## config.mk

```make
export PLATFORM = sky130hd
export DESIGN_NAME = obstacle_collide
export DESIGN_NICKNAME = d
export VERILOG_FILES = /design/src/rtl/obstacle_collide.sv
export SDC_FILE = /design/constraint.sdc
export NUM_CORES = 1
export LEC_CHECK = 0
export CAP_MARGIN = 40
export CORE_MARGIN = 2
export CORE_UTILIZATION = 60
export DETAILED_ROUTE_END_ITERATION = 10
export PLACE_DENSITY = 0.87
export SKIP_CTS_REPAIR_TIMING = 1
export SYNTH_ARGS = -nofsm -noshare
export SYNTH_HDL_FRONTEND = slang
export SYNTH_SLANG_ARGS = --single-unit
```

## constraint.sdc

```tcl
create_clock -name clk -period 8.65 [get_ports clk]
set_input_delay 0.865 -clock clk [delete_from_list [all_inputs] [get_ports clk]]
set_output_delay 0.865 -clock clk [all_outputs]
set_load 0.1 [all_outputs]
```

## src/rtl/obstacle_collide.sv

```systemverilog
// obstacle_collide: collision, scoring and life/game-over control for the two-lane
// obstacle field on the 16x16 LED matrix.
//
// Ports:
//   clk, reset         system clock, synchronous active-high reset
//   game_start         1-cycle pulse, starts a game from IDLE or OVER
//   start, gap         lane-1 obstacle column and gap code
//   start2, gap2       lane-2 obstacle column and gap code
//   player_row         player row, 0 = top
//   collide            1-cycle pulse per registered collision
//   score_pt           1-cycle pulse per score increment
//   score              score, binary or BCD
//   lives              remaining lives
//   hit_flash          high throughout the post-hit window
//   game_over          high once all lives are spent
//
// Build option: define COLLIDE_BCD_SCORE_EN for a two-digit BCD score (0..99);
// otherwise the score is an 8-bit binary count (0..255). Both saturate.
module obstacle_collide #(
  parameter logic [3:0]  PLAYER_COL = 4'd2,
  parameter int unsigned GAP_H      = 4,
  parameter int unsigned LIVES      = 3,
  parameter int unsigned HIT_CYCLES = 25_000_000
) (
  input  logic       clk,
  input  logic       reset,
  input  logic       game_start,
  input  logic [3:0] start,
  input  logic [2:0] gap,
  input  logic [3:0] start2,
  input  logic [2:0] gap2,
  input  logic [3:0] player_row,
  output logic       collide,
  output logic       score_pt,
  output logic [7:0] score,
  output logic [1:0] lives,
  output logic       hit_flash,
  output logic       game_over
);

  localparam int unsigned     CntW     = (HIT_CYCLES > 1) ? $clog2(HIT_CYCLES) : 1;
  localparam logic [CntW-1:0] HitLast  = CntW'(HIT_CYCLES - 1);
  // Column one step past the player, wrapping at 16.
  localparam logic [3:0]      LeaveCol = PLAYER_COL + 4'd1;
`ifdef COLLIDE_BCD_SCORE_EN
  localparam logic [7:0]      ScoreMax = 8'h99;
`else
  localparam logic [7:0]      ScoreMax = 8'hFF;
`endif

  typedef enum logic [1:0] {StIdle, StPlay, StHit, StOver} state_e;

  state_e          state_q;
  logic [7:0]      score_q;
  logic [1:0]      lives_q;
  logic [CntW-1:0] cnt_q;
  logic            flag1_q, flag2_q;
  logic [3:0]      prev1_q, prev2_q;
  logic            collide_q, score_pt_q, hit_flash_q, game_over_q;

  logic       blk1, blk2, lv1, lv2, gain1, gain2, new_hit, scored;
  logic [7:0] score_nx;

  // Saturating single-step increment in the selected number format.
  function automatic logic [7:0] score_inc(input logic [7:0] s);
    if (s == ScoreMax) return s;
`ifdef COLLIDE_BCD_SCORE_EN
    if (s[3:0] == 4'd9) return {s[7:4] + 4'd1, 4'd0};
    return {s[7:4], s[3:0] + 4'd1};
`else
    return s + 8'd1;
`endif
  endfunction

  // Open window spans rows 2*g .. 2*g+GAP_H-1; rows past 15 simply never match.
  function automatic logic row_open(input logic [3:0] row, input logic [2:0] g);
    logic [5:0] lo;
    logic [5:0] hi;
    lo = {2'b00, g, 1'b0};
    hi = lo + 6'(GAP_H) - 6'd1;
    return ({2'b00, row} >= lo) && ({2'b00, row} <= hi);
  endfunction

  always_comb begin
    blk1     = (start == PLAYER_COL) && !row_open(player_row, gap);
    blk2     = (start2 == PLAYER_COL) && !row_open(player_row, gap2);
    lv1      = (prev1_q == PLAYER_COL) && (start == LeaveCol);
    lv2      = (prev2_q == PLAYER_COL) && (start2 == LeaveCol);
    gain1    = lv1 && !flag1_q;
    gain2    = lv2 && !flag2_q;
    new_hit  = (blk1 && !flag1_q) || (blk2 && !flag2_q);
    score_nx = score_q;
    if (gain1) score_nx = score_inc(score_nx);
    if (gain2) score_nx = score_inc(score_nx);
    // No pulse once saturated, even though leave events keep arriving.
    scored   = (gain1 || gain2) && (score_q != ScoreMax);
  end

  always_ff @(posedge clk) begin
    if (reset) begin
      state_q     <= StIdle;
      score_q     <= 8'd0;
      lives_q     <= 2'(LIVES);
      cnt_q       <= '0;
      flag1_q     <= 1'b0;
      flag2_q     <= 1'b0;
      prev1_q     <= 4'd0;
      prev2_q     <= 4'd0;
      collide_q   <= 1'b0;
      score_pt_q  <= 1'b0;
      hit_flash_q <= 1'b0;
      game_over_q <= 1'b0;
    end else begin
      prev1_q    <= start;
      prev2_q    <= start2;
      collide_q  <= 1'b0;
      score_pt_q <= 1'b0;
      if (lv1) flag1_q <= 1'b0;
      if (lv2) flag2_q <= 1'b0;
      unique case (state_q)
        StIdle, StOver: begin
          if (game_start) begin
            state_q     <= StPlay;
            score_q     <= 8'd0;
            lives_q     <= 2'(LIVES);
            flag1_q     <= 1'b0;
            flag2_q     <= 1'b0;
            game_over_q <= 1'b0;
          end
        end
        StPlay: begin
          score_q    <= score_nx;
          score_pt_q <= scored;
          // A blocked lane can never be leaving in the same cycle, so setting
          // its flag here cannot conflict with the leave-clear above.
          if (new_hit) begin
            if (blk1 && !flag1_q) flag1_q <= 1'b1;
            if (blk2 && !flag2_q) flag2_q <= 1'b1;
            collide_q   <= 1'b1;
            lives_q     <= lives_q - 2'd1;
            cnt_q       <= '0;
            hit_flash_q <= 1'b1;
            state_q     <= StHit;
          end
        end
        StHit: begin
          score_q    <= score_nx;
          score_pt_q <= scored;
          if (cnt_q == HitLast) begin
            hit_flash_q <= 1'b0;
            if (lives_q != 2'd0) begin
              state_q <= StPlay;
            end else begin
              state_q     <= StOver;
              game_over_q <= 1'b1;
            end
          end else begin
            cnt_q <= cnt_q + CntW'(1);
          end
        end
        default: state_q <= StIdle;
      endcase
    end
  end

  assign collide   = collide_q;
  assign score_pt  = score_pt_q;
  assign score     = score_q;
  assign lives     = lives_q;
  assign hit_flash = hit_flash_q;
  assign game_over = game_over_q;

endmodule

```

==> impl_metrics.env, run 1 <==
export IMPL_report_final_hold_viol_count=0
export IMPL_via_count=3040
export IMPL_ys_seq_area_frac=0.320
export IMPL_finalCoreUtilization=0.761
export IMPL_synth_cell_types=53
export IMPL_mappedNetlistArea_um2=3190
export IMPL_synth_cells=401
export IMPL_ir_drop_v=0.000143
export IMPL_drt_initial_drc_count=225
export IMPL_rsz0062_at_grt="no"
export IMPL_worst_setup_path_type="input pin to register"
export IMPL_vias_per_instance=5.96
export IMPL_number_of_primary_i_o_pins=35
export IMPL_first_global_vias=2963
export IMPL_worstRegToRegCells=12
export IMPL_cp_start_kind="input pin"
export IMPL_power_density_cell_area_nw_per_um2=127
export IMPL_wl_per_cell_um=14.8
export IMPL_synth_top_area_cell="sky130_fd_sc_hd__dfxtp_1"
export IMPL_cts_htree_levels=2
export IMPL_drt_drc_violations_left=0
export IMPL_min_period_over_period=0.460
export IMPL_n_fill_cell=374
export IMPL_post_layout_total_power_mw=0.495
export IMPL_largest_net_degree_at_the_start_of_global_routing=30
export IMPL_half_perimeter_wire_length_after_detailed_placement_um=5360
export IMPL_globalRouteTotalUtil=0.262
export IMPL_p_leak_nw=1.49
export IMPL_postSynthNetCount=443
export IMPL_worstPathArrival_ps=4170
export IMPL_async_flop_share=0
export IMPL_clk_root_buffer_cell="sky130_fd_sc_hd__clkbuf_8"
export IMPL_yosysTopAreaCellShare=0.320
export IMPL_final_area_um2=3880
export IMPL_synth_warnings=0
export IMPL_antenna_found_initial=0
export IMPL_hold_depth=2
export IMPL_min_period_ps=3980
export IMPL_initial_core_util=0.625
export IMPL_setup_violating_endpoint_count_in_the_final_report=0
export IMPL_place_gp_congestion=0.966
export IMPL_final_setup_tns_ps=0
export IMPL_num_antenna_cells=0
export IMPL_site_row_count=26
export IMPL_largest_driver_fanout_on_the_critical_path=6
export IMPL_port_buffers=34
export IMPL_synth_area_top_cells="sky130_fd_sc_hd__dfxtp_1 32%, sky130_fd_sc_hd__ha_1 8.2%, sky130_fd_sc_hd__xor2_1 6.3%"
export IMPL_maxCapViolations=0
export IMPL_clkSlewWorstSetupHoldPaths_ps=80
export IMPL_final_antenna_net_count=0
export IMPL_finalMaxSlewViolations=0
export IMPL_synth_avg_cell_area_um2=7.96
export IMPL_nets=482
export IMPL_maxClockFrequency_mhz=251
export IMPL_total_wire_length_after_detailed_routing_um=7540
export IMPL_die_area_um2=5920
export IMPL_post_synth_most_frequent_cells="51 x sky130_fd_sc_hd__dfxtp_1, 48 x sky130_fd_sc_hd__nor2_1, 33 x sky130_fd_sc_hd__nand2_1"
export IMPL_cts_inserted_buffers=5
export IMPL_cpMaxStageDelayCell="sky130_fd_sc_hd__or4b_4"
export IMPL_worst_slew_pin_transition_ps=807
export IMPL_drt_first_pass_iters=5
export IMPL_crit_path_end_kind="register"
export IMPL_die_width_um=76.9
export IMPL_synth_enable_flop_cells=0
export IMPL_post_dp_cell_area_um2=3780
export IMPL_critical_path_required_ps=8840
export IMPL_grt_pass1_wl_um=12900
export IMPL_holdCritPathClass="register to register"
export IMPL_cts_sinks=51
export IMPL_grt_overflow_total=0
export IMPL_ys_dominant_reg_cell="sky130_fd_sc_hd__dfxtp_1"
export IMPL_clk_latency_ps=300
export IMPL_drive_gt1_frac=0.0727
export IMPL_synth_register_bits=51
export IMPL_worstPathCellList="clkdlybuf4s50_1 > or4b_4 > or2_4 > nor3_1 > mux2_2 > ha_1 > and3_1 > a32o_2 > a31oi_4 > xnor2_1 > o21ai_1 > a22o_1"
export IMPL_placeableCoreArea_um2=5110
export IMPL_dieHeight_um=76.9
export IMPL_post_synth_top_count_cell="sky130_fd_sc_hd__dfxtp_1"
export IMPL_tritoncts="built"
export IMPL_worst_clock_skew_ps=9.58
export IMPL_critical_path_max_stage_delay_ps=500
export IMPL_run_status="complete, no violations"
export IMPL_worst_slew_margin_rel=0.462
export IMPL_clock_path_buffers=2
export IMPL_area_growth_syn_to_layout_pct=21.7
-- flip-flops by register name, indices dropped and copies added (netlist names) --
register and cells:
flag2_q 1, score_pt 1, collide 1, score 8, prev1_q 4, flag1_q 1, state_q 2, prev2_q 4
cnt_q 25, lives 2, hit_flash 1, game_over 1
-- stage by stage --
step / hold slack (ps) / setup WS (ps) / cells
floorplan: 444 / 5090 / 401
global placement: 454 / 4480 / 488
detailed placement: 464 / 4370 / 503
CTS: 499 / 4690 / 510
global route: 533 / 4500 / 510
finish: 504 / 4670 / 510
-- area by class of cell --
class / count / area [µm²] / share of cell area
clock inverters: 1 / 30.0 / 0.00773
repair buffers: 50 / 566 / 0.146
flip-flops and latches: 51 / 1020 / 0.263
inverters: 20 / 75.1 / 0.0193
clock buffers: 6 / 72.6 / 0.0187
well taps: 70 / 87.6 / 0.0225
multi-input cells: 312 / 2030 / 0.523
-- where the power goes --
| group | total, mW | switching (mW) | internal (mW) |
|---|---|---|---|
| clock | 0.159 | 0.0738 | 0.0849 |
| sequential | 0.241 | 0.00262 | 0.239 |
| combinational | 0.0948 | 0.0590 | 0.0358 |
| total | 0.495 | 0.135 | 0.359 |
-- routing by layer --
metal,GRT usage,vias up,share of wire
met3,0.0447,11,0.042
met4,0.0982,0,0.016
met1,0.319,1449,0.44
met5,0,-,0
li1,-,1493,-
met2,0.461,87,0.51
-- cell families (layout without fill, tap and decap cells) --
| family | Yosys count | after routing | share of synthesized area |
|---|---|---|---|
| simple gates | 194 | 194 | 0.320 |
| mux | 7 | 7 | 0.0227 |
| xor+xnor | 30 | 30 | 0.0823 |
| compound gates | 60 | 60 | 0.127 |
| buf+inv | 38 | 77 | 0.0451 |
| fa+ha+maj | 21 | 21 | 0.0823 |
| flops | 51 | 51 | 0.320 |
-- final timing paths --
path | slack [ps] | end | startpoint
max | 4670 | score[0] | start[0]
min | 500 | cnt_q[1] | cnt_q[1]
max reg2reg | 5300 | score[0] | score[0]
min reg2reg | 500 | cnt_q[1] | cnt_q[1]
-- cells in the final DEF (no fill, tap or decap), drive strengths merged, types with 3 or more instances in the layout --
master	instances
clkdlybuf4s50	34
or2	4
nand2b	6
inv	20
a21o	3
nand3	25
and4	3
and3	9
nor4b	5
xor2	23
a21boi	4
nor3	14
a31oi	5
a21oi	14
mux2i	5
nand2	33
a32o	4
nor2b	9
nand4b	4
nor4	3
dfxtp	51
ha	21
nor2	48
or3	6
nand4	12
and2	4
buf	16
clkbuf	6
o21ai	16
xnor2	7
-- worst max-delay path, delay by kind of cell --
kind	cells	cell delay [ps]
XOR/XNOR	1	170
AND/OR/NAND/NOR	4	1240
adder cells (fa/ha/maj)	1	220
multiplexers	1	390
buffers and inverters	1	490
AO/OA/AOI/OAI	4	800
Power figures use the tool's default switching activity.
==> run 2, diff against run 1 <==
--- a/config.mk
+++ b/config.mk
@@ -7,9 +7,9 @@
 export LEC_CHECK = 0
 export CAP_MARGIN = 40
 export CORE_MARGIN = 2
-export CORE_UTILIZATION = 60
+export CORE_UTILIZATION = 51
 export DETAILED_ROUTE_END_ITERATION = 10
-export PLACE_DENSITY = 0.87
+export PLACE_DENSITY = 0.79
 export SKIP_CTS_REPAIR_TIMING = 1
 export SYNTH_ARGS = -nofsm -noshare
 export SYNTH_HDL_FRONTEND = slang
==> constraint.sdc (replaced) <==
create_clock -name clk -period 3.55 [get_ports clk]
set_input_delay 0.355 -clock clk [delete_from_list [all_inputs] [get_ports clk]]
set_output_delay 0.355 -clock clk [all_outputs]
set_load 0.1 [all_outputs]
==> run 2 against run 1 <==
  * Sequential share of layout area is 0.63 points lower
  * Clock power is 130% higher
  * Utilization is 9.6 points lower
  * Wire length is 5.5% lower
  * Critical path depth stayed put
  * Register-to-register slack worse by 4900 ps
  * Die area is 17% higher
  * First-iteration DRC count is 46% lower
  * Via count is 0.95% lower
  * Critical path type unchanged
  * Largest cell class unchanged
  * Largest power group unchanged
==> impl_metrics.env, run 2 (synthesis gave the netlist of run 1 again) <==
export IMPL_num_antenna_cells=0
export IMPL_largest_net_degree_at_the_start_of_global_routing=30
export IMPL_dieHeight_um=83.1
export IMPL_port_buffers=34
export IMPL_antenna_found_initial=0
export IMPL_run_status="complete, no violations"
export IMPL_worst_path_dominant_cell_family="simple AND/OR/NAND/NOR gates"
export IMPL_wl_per_cell_um=13.5
export IMPL_post_layout_total_power_mw=1.19
export IMPL_die_area_um2=6910
export IMPL_critical_path_n_buffers_inverters=1
export IMPL_site_row_count=28
export IMPL_largest_register_ffs=25
export IMPL_min_period_ps=3310
export IMPL_grt_pass1_wl_um=12600
export IMPL_setup_violating_endpoint_count_in_the_final_report=0
export IMPL_first_global_vias=2888
export IMPL_clock_path_buffers=2
export IMPL_critical_path_max_stage_delay_ps=470
export IMPL_power_density_cell_area_nw_per_um2=299
export IMPL_n_fill_cell=477
export IMPL_drt_first_pass_iters=4
export IMPL_drt_initial_drc_count=121
export IMPL_number_of_primary_i_o_pins=35
export IMPL_crit_path_end_kind="register"
export IMPL_via_count=3011
export IMPL_clk_latency_ps=300
export IMPL_die_width_um=83.1
export IMPL_drt_drc_violations_left=0
export IMPL_layout_cells_most_common_list="51 x sky130_fd_sc_hd__dfxtp_1, 48 x sky130_fd_sc_hd__nor2_1, 34 x sky130_fd_sc_hd__clkdlybuf4s50_1"
export IMPL_multi_input_gate_area_in_the_final_layout_um2=2030
export IMPL_cts_inserted_buffers=5
export IMPL_worst_slew_margin_rel=0.535
export IMPL_grt_overflow_total=0
export IMPL_maxCapViolations=0
export IMPL_holdCritPathClass="register to register"
export IMPL_final_antenna_net_count=0
export IMPL_largest_driver_fanout_on_the_critical_path=4
export IMPL_maxClockFrequency_mhz=303
export IMPL_p_leak_nw=1.54
export IMPL_area_growth_syn_to_layout_pct=24.7
export IMPL_total_wire_length_after_detailed_routing_um=7130
export IMPL_drive_gt1_frac=0.0976
export IMPL_top_register="cnt_q"
export IMPL_cts_htree_levels=2
export IMPL_cpMaxStageDelayCell="sky130_fd_sc_hd__clkdlybuf4s50_1"
export IMPL_ir_drop_v=0.000307
export IMPL_report_final_hold_viol_count=0
export IMPL_final_common_cell="sky130_fd_sc_hd__dfxtp_1"
export IMPL_worst_setup_path_type="input pin to register"
export IMPL_worst_slew_pin_transition_ps=695
export IMPL_cts_sinks=51
export IMPL_worstPathCellList="clkdlybuf4s50_1 > or4b_4 > or2_4 > nor3_1 > mux2_2 > ha_1 > and3_1 > a32o_2 > a31oi_4 > xnor2_1 > o21ai_1 > a22o_1"
export IMPL_placeableCoreArea_um2=5990
export IMPL_place_gp_congestion=0.866
export IMPL_timing_hold_ws_ps=477
export IMPL_area_sequential_um2=1020
export IMPL_nets=492
export IMPL_min_period_over_period=0.931
export IMPL_clk_root_buffer_cell="sky130_fd_sc_hd__clkbuf_8"
export IMPL_clkSlewWorstSetupHoldPaths_ps=90
export IMPL_worst_clock_skew_ps=11.2
export IMPL_cp_start_kind="input pin"
export IMPL_vias_per_instance=5.72
export IMPL_tritoncts="built"
export IMPL_globalRouteTotalUtil=0.212
export IMPL_worstPathArrival_ps=3500
export IMPL_half_perimeter_wire_length_after_detailed_placement_um=5330
export IMPL_critical_path_required_ps=3750
export IMPL_finalMaxSlewViolations=0
export IMPL_rsz0062_at_grt="no"
export IMPL_initial_core_util=0.533
## run 2: changes by cell type in the layout (fill, tap and decap cells not counted)
cell and change:
sky130_fd_sc_hd__buf_12 +1, sky130_fd_sc_hd__clkbuf_8 +2, sky130_fd_sc_hd__clkbuf_1 -1, sky130_fd_sc_hd__buf_4 +9, sky130_fd_sc_hd__bufinv_16 -1, sky130_fd_sc_hd__clkinvlp_4 +1
## run 2: power by group
part | internal (mW) | leakage (nW) | switching [mW] | total [mW]
Combinational | 0.0953 | 1.08 | 0.139 | 0.235
Clock | 0.178 | 0.0505 | 0.192 | 0.369
Sequential | 0.582 | 0.413 | 0.00586 | 0.588
## run 2: final cells by class
class | instances | share of cell area
inverter | 20 | 0.0189
clock buffer | 7 | 0.0242
sequential | 51 | 0.257
tap | 75 | 0.0236
clock inverter | 1 | 0.00189
timing repair buffer | 60 | 0.164
multi-input combinational | 312 | 0.511
## run 2: per-layer routing
| metal | GRT usage | routed length [µm] | vias to the layer above |
|---|---|---|---|
| li1 | - | - | 1518 |
| met1 | 0.275 | 3380 | 1417 |
| met2 | 0.362 | 3420 | 70 |
| met3 | 0.0298 | 248 | 6 |
| met4 | 0.0730 | 74 | 0 |
| met5 | 0 | 0 | - |
## run 2: worst paths after layout
check	startpoint	to	slack, ps	depth (start not counted)
min reg2reg	cnt_q[1]	cnt_q[1]	480	2
min	cnt_q[1]	cnt_q[1]	480	2
max reg2reg	prev1_q[0]	score[0]	400	11
max	start[0]	score[0]	240	12
## run 2: tightest hold or removal path: stages, from the launching register on
cell and delay (ps):
sky130_fd_sc_hd__dfxtp_1 330, sky130_fd_sc_hd__nand2_1 60, sky130_fd_sc_hd__a21oi_1 50
## run 2: through the flow
step	utilization	cells	area [µm²]	TNS [ps]	setup slack (ps)
floorplan	-	401	3190	0	81.3
global placement	0.612	504	3670	-10.0	-10.0
detailed placement	0.647	518	3880	-28.2	-28.2
CTS	0.664	526	3980	0	279
global route	0.664	526	3980	0	126
finish	0.664	526	3980	0	245
